[src/rtl/ece551_pkg.sv]
// Shared constants and types for the image-loading path.
// Sizes match the 28x28 binary input RAM.
package ece551_pkg;

    localparam int IMG_BITS  = 784;
    localparam int IN_ADDR_W = 10;

    typedef enum logic [1:0] {
        WAIT_BYTE,
        UNPACK,
        DONE
    } loader_state_t;

endpackage

[src/rtl/input_ram_loader.sv]
// Unpacks received UART bytes LSB-first into the 1-bit-wide input RAM.
// Raises load_done once NUM_BITS bits have been written.
module input_ram_loader
    import ece551_pkg::*;
#(
    parameter int NUM_BITS   = IMG_BITS,
    parameter int ADDR_WIDTH = IN_ADDR_W
) (
    input  logic                  clk,
    input  logic                  rst,
    input  logic [7:0]            rx_data,
    input  logic                  rx_rdy,
    output logic                  rx_clr_rdy,
    input  logic                  restart,
    output logic                  ram_data,
    output logic [ADDR_WIDTH-1:0] ram_addr,
    output logic                  ram_we,
    output logic                  busy,
    output logic                  load_done
);

    localparam logic [ADDR_WIDTH-1:0] LAST_ADDR = ADDR_WIDTH'(NUM_BITS - 1);

    loader_state_t         state_q, state_d;
    logic [ADDR_WIDTH-1:0] addr_q, addr_d;
    logic [7:0]            shreg_q, shreg_d;
    logic [2:0]            bitcnt_q, bitcnt_d;
    logic                  clr_q, clr_d;

    always_comb begin
        state_d  = state_q;
        addr_d   = addr_q;
        shreg_d  = shreg_q;
        bitcnt_d = bitcnt_q;
        clr_d    = 1'b0;
        // restart wins over a pending byte; that byte is taken later
        if (restart) begin
            state_d  = WAIT_BYTE;
            addr_d   = '0;
            bitcnt_d = '0;
        end else begin
            unique case (state_q)
                WAIT_BYTE: begin
                    if (rx_rdy) begin
                        shreg_d  = rx_data;
                        bitcnt_d = '0;
                        clr_d    = 1'b1;
                        state_d  = UNPACK;
                    end
                end
                UNPACK: begin
                    shreg_d  = {1'b0, shreg_q[7:1]};
                    bitcnt_d = bitcnt_q + 3'd1;
                    if (addr_q == LAST_ADDR) begin
                        state_d = DONE;
                    end else begin
                        addr_d = addr_q + ADDR_WIDTH'(1);
                        if (bitcnt_q == 3'd7) begin
                            state_d = WAIT_BYTE;
                        end
                    end
                end
                DONE: begin
                    state_d = DONE;
                end
                default: begin
                    state_d = WAIT_BYTE;
                end
            endcase
        end
    end

    always_ff @(posedge clk or posedge rst) begin
        if (rst) begin
            state_q  <= WAIT_BYTE;
            addr_q   <= '0;
            shreg_q  <= '0;
            bitcnt_q <= '0;
            clr_q    <= 1'b0;
        end else begin
            state_q  <= state_d;
            addr_q   <= addr_d;
            shreg_q  <= shreg_d;
            bitcnt_q <= bitcnt_d;
            clr_q    <= clr_d;
        end
    end

    assign ram_we     = (state_q == UNPACK);
    assign busy       = (state_q == UNPACK);
    assign ram_data   = shreg_q[0];
    assign ram_addr   = addr_q;
    assign load_done  = (state_q == DONE);
    assign rx_clr_rdy = clr_q;

endmodule

[config.mk]
export PLATFORM = sky130hd
export DESIGN_NAME = input_ram_loader
export DESIGN_NICKNAME = d
export VERILOG_FILES = /design/src/rtl/ece551_pkg.sv /design/src/rtl/input_ram_loader.sv
export SDC_FILE = /design/constraint.sdc
export NUM_CORES = 1
export LEC_CHECK = 0
export ABC_CLOCK_PERIOD_IN_PS = 1860
export CORE_MARGIN = 2
export CORE_UTILIZATION = 52
export CTS_BUF_LIST = sky130_fd_sc_hd__clkbuf_2 sky130_fd_sc_hd__clkbuf_4 sky130_fd_sc_hd__clkbuf_8
export DETAILED_ROUTE_END_ITERATION = 8
export GPL_TIMING_DRIVEN = 0
export PLACE_DENSITY = 0.77
export SYNTH_ARGS = -nofsm -noshare
export SYNTH_HDL_FRONTEND = slang
export SYNTH_SLANG_ARGS = --single-unit
export TNS_END_PERCENT = 30
[constraint.sdc]
create_clock -name clk -period 1.86 [get_ports clk]
set_clock_uncertainty 0.15 [all_clocks]
set_input_delay 0.279 -clock clk [delete_from_list [all_inputs] [get_ports clk]]
set_output_delay 0.279 -clock clk [all_outputs]
set_load 0.01 [all_outputs]
==> results.md <==
| Group | Parameter | This run |
|---|---|---|
| clock tree | Number of buffers on the longest clock path | 2 |
| setup path | Buffers & Inverters on Critical Path | 0 |
| sta | Relative slew slack | 0.390 |
| place | Half-perimeter wire length after detailed placement | 1.87 mm |
| logic synthesis | Synth cell types | 38 |
| global routing | Maximum number of pins on one net before global-route repair | 25 |
| cells and area | Utilization after layout | 0.694 |
| logic synthesis | Area share of fa/ha/maj cells after synthesis | 0.0289 |
| sta | Unrepaired setup endpoints after global routing | true |
| clock tree | Hold buffers post-CTS | 0 |
| clock tree | Clk_lat worst skew | 0.31 ns |
| clock tree | Num CTS Buffers | 3 |
| setup path | Cell at the slowest stage of the critical path | or4b_1 |
| detailed routing | Initial DRT Pass Iterations | 4 |
| die | Number of rows in the core area | 18 |
| setup path | Worst-path fanout max | 9 |
| global routing | Global-route wire length before repair | 4.64 mm |
| outcome | Status | completed |
| logic synthesis | EDFF count, synth | 0 |
| pwr | Power density relative to cell area | 652 nW/um^2 |
| place | Global placement routability congestion | 0.822 |
| detailed routing | Antenna-violating nets left | 0 |
| cells and area | Nets@finish | 170 |
| logic synthesis | Share of the synthesized netlist area taken by xor and xnor gates | 0 |
| die | Height of the die | 54.0 um |
| sta | Final number of hold-violating endpoints | 0 |
| global routing | Global routing usage summed across all routing layers | 0.221 |
| logic synthesis | Count of warnings emitted by yosys | 0 |
| die | Starting density of the core | 0.539 |
| sta | Slew of the pin with the lowest slew margin | 0.913 ns |
| global routing | Via count of the first global-routing pass | 1023 |
| clock tree | Clock sink count | 24 |
| clock tree | Clock transition at the registers of the reported paths | 0.13 ns |
| worst hold path | Classification of the worst-slack hold path | input port to asynchronous set/reset pin |
| pwr | Largest voltage drop on the vdd net | 0.497 mV |
| setup path | Cell family contributing the most delay on the critical path | simple AND/OR/NAND/NOR gates |
| logic synthesis | Number of synthesized register bits | 24 |
| cells and area | Area growth from synthesis to final layout | 28.7% |
| sta | Final cycle utilization of the critical path | 0.991 |
| setup path | Required time of the worst setup path | 1.90 ns |
| clock tree | TritonCTS clock tree | yes |
| die | Core area | 2410 sq um |
| detailed routing | Starting DRT DRC Count | 23 |
| setup path | Worst path cell trace | or4b_1 -> nor4_2 -> o311ai_1 |
| die | I/O pins | 27 |
| clock tree | CTS H-Tree Depth | 1 |
| sta | Final setup viols | 0 |
| detailed routing | DR DRC count | 0 |
| logic synthesis | Compound-gate portion of the synthesized area | 0.131 |
| die | Die W | 54.0 um |
| cells and area | Number of diodes added for antenna fixing | 0 |
| sta | Worst hold slack across all endpoints | 0.297 ns |
| setup path | Peak per-stage delay on the critical path | 0.61 ns |
| logic synthesis | Simple-Gate Fraction of Synth Area | 0.197 |
| global routing | GRT Residual Overflow | 0 |
| place | Number of buffers added on ports | 26 |
| logic synthesis | Cells after synthesis | 119 |
| logic synthesis | Average size of a mapped cell | 10.9 sq um |
| detailed routing | DR vias | 1062 |
| logic synthesis | Async S/R FF share, synth | 1.00 |
| cells and area | Share of final-layout standard cells stronger than drive strength 1 | 0.176 |
| sta | Setup TNS | 0 ns |
| cells and area | Most common cell after layout, fill and taps aside | clkdlybuf4s50_1 |
| detailed routing | Sum of routed wire length over all layers | 2.71 mm |
| clock tree | Clock tree root driver cell | clkbuf_4 |
| cells and area | Final std cell area, no fill | 1670 sq um |
| pwr | Leakage | 0.674 nW |
| setup path | Crit path launch type | flop |
| flow run | Max-cap violation count | 0 |
| detailed routing | DR WL/cell | 14.8 um |
| logic synthesis | Combinational family with the most area after synthesis | simple AND/OR/NAND/NOR gates |
| sta | Maximum clock frequency | 543 MHz |
| logic synthesis | Prevailing post-synth register cell | dfrtp_1 |
| sta | Final period demand of the worst path | 1.84 ns |
| setup path | Endpoint class of the critical path | flop |
| logic synthesis | Synthesized area | 1300 sq um |
| setup path | Crit Path Class | flop to flop |
| cells and area | Most frequent cells in the layout | clkdlybuf4s50_1 (23), dfrtp_1 (21), nor2_1 (8), mux2_2 (8), mux2_1 (7) |
| setup path | Arrival time at the worst endpoint | 1.88 ns |
| detailed routing | Vias per cell | 5.80 |
| place | Placed Area | 1600 sq um |
| logic synthesis | Synthesized Nets | 134 |
| logic synthesis | Share of cell area taken by muxes after synthesis | 0.145 |
| logic synthesis | Sequential share of the synthesized area | 0.462 |
| die | Die area | 2910 sq um |
| sta | Final-report max-slew violation count | 0 |
| global routing | Number of antenna violations at the first check in global routing | 0 |
per-stage QoR:
stage               power, mW  std cells  setup slack (ns)
floorplan               0.768        119             0.189
detailed placement      0.869        175            -0.167
CTS                      1.10        181          -0.00103
global route             1.15        183           -0.0637
finish                   1.09        183            0.0175
global placement        0.859        175            -0.125
synthesized netlist by cell type (all sizes together), types with 3 or more instances:
cell | instances | share of area
or4 | 4 | 0.023
nand2 | 3 | 0.0087
nor2 | 8 | 0.023
nand4 | 4 | 0.019
nand3b | 3 | 0.017
nor4 | 3 | 0.014
o31ai | 4 | 0.023
clkbuf | 3 | 0.0087
ha | 3 | 0.029
inv | 6 | 0.017
mux2 | 15 | 0.13
nand2b | 3 | 0.014
a21oi | 6 | 0.023
dfrtp | 24 | 0.46
worst register-to-register path: cells and delay by family, from the launching register on:
kind            cells  cell delay (ns)
compound gates      1             0.17
flops               1             0.49
simple gates        2             0.90
final cells by class:
cell class              count  area [sq um]
clock buffers               3          22.5
flip-flops and latches     24           604
fillers                   183           738
multi-input cells          84           667
inverters                   6          22.5
plain buffers               5          23.8
repair buffers             31           294
well taps                  30          37.5
power breakdown:
| part | switching (mW) | total, mW | internal, mW |
|---|---|---|---|
| combinational | 0.101 | 0.239 | 0.138 |
| clock | 0.150 | 0.226 | 0.0756 |
| sequential | 0.0412 | 0.625 | 0.584 |
| total | 0.292 | 1.09 | 0.798 |
flip-flops by register name (all words and copies together) (netlist names):
name / cells
rx_clr_rdy: 1
shreg_q: 8
state_q: 2
ram_addr: 10
bitcnt_q: 3
worst paths after layout:
path	start	slack, ns	end	cells after the start
max in group asynchronous	rst	0.64	state_q[0]	2
worst min-delay path	rst	0.30	shreg_q[1]	2
worst max register to register	ram_addr[4]	0.02	ram_addr[1]	3
min in group clk	rx_data[7]	0.36	shreg_q[7]	3
worst min register to register	shreg_q[5]	0.37	shreg_q[5]	1
worst max-delay path	ram_addr[4]	0.02	ram_addr[1]	3
metal layers:
| layer | part of all wire | vias to the layer above | track usage |
|---|---|---|---|
| li1 | - | 526 | - |
| met5 | 0 | - | 0 |
| met4 | 0.011 | 0 | 0.0708 |
| met2 | 0.47 | 33 | 0.366 |
| met3 | 0.048 | 4 | 0.0333 |
| met1 | 0.47 | 499 | 0.296 |
kinds of logic (layout without fill, tap and decap cells):
kind of cell,Yosys count,count (layout)
fa+ha+maj,3,3
mux,17,17
compound gates,24,24
simple gates,40,40
flops,24,24
buf+inv,11,45
repair_timing:
action                                  4_1_cts  5_1_grt
pin swaps                                     0        2
gates resized for setup                       6        3
cloned                                        0        0
endpoints found under the setup margin        6       11
buffers inserted                              3        2
Power figures use the tool's default switching activity.
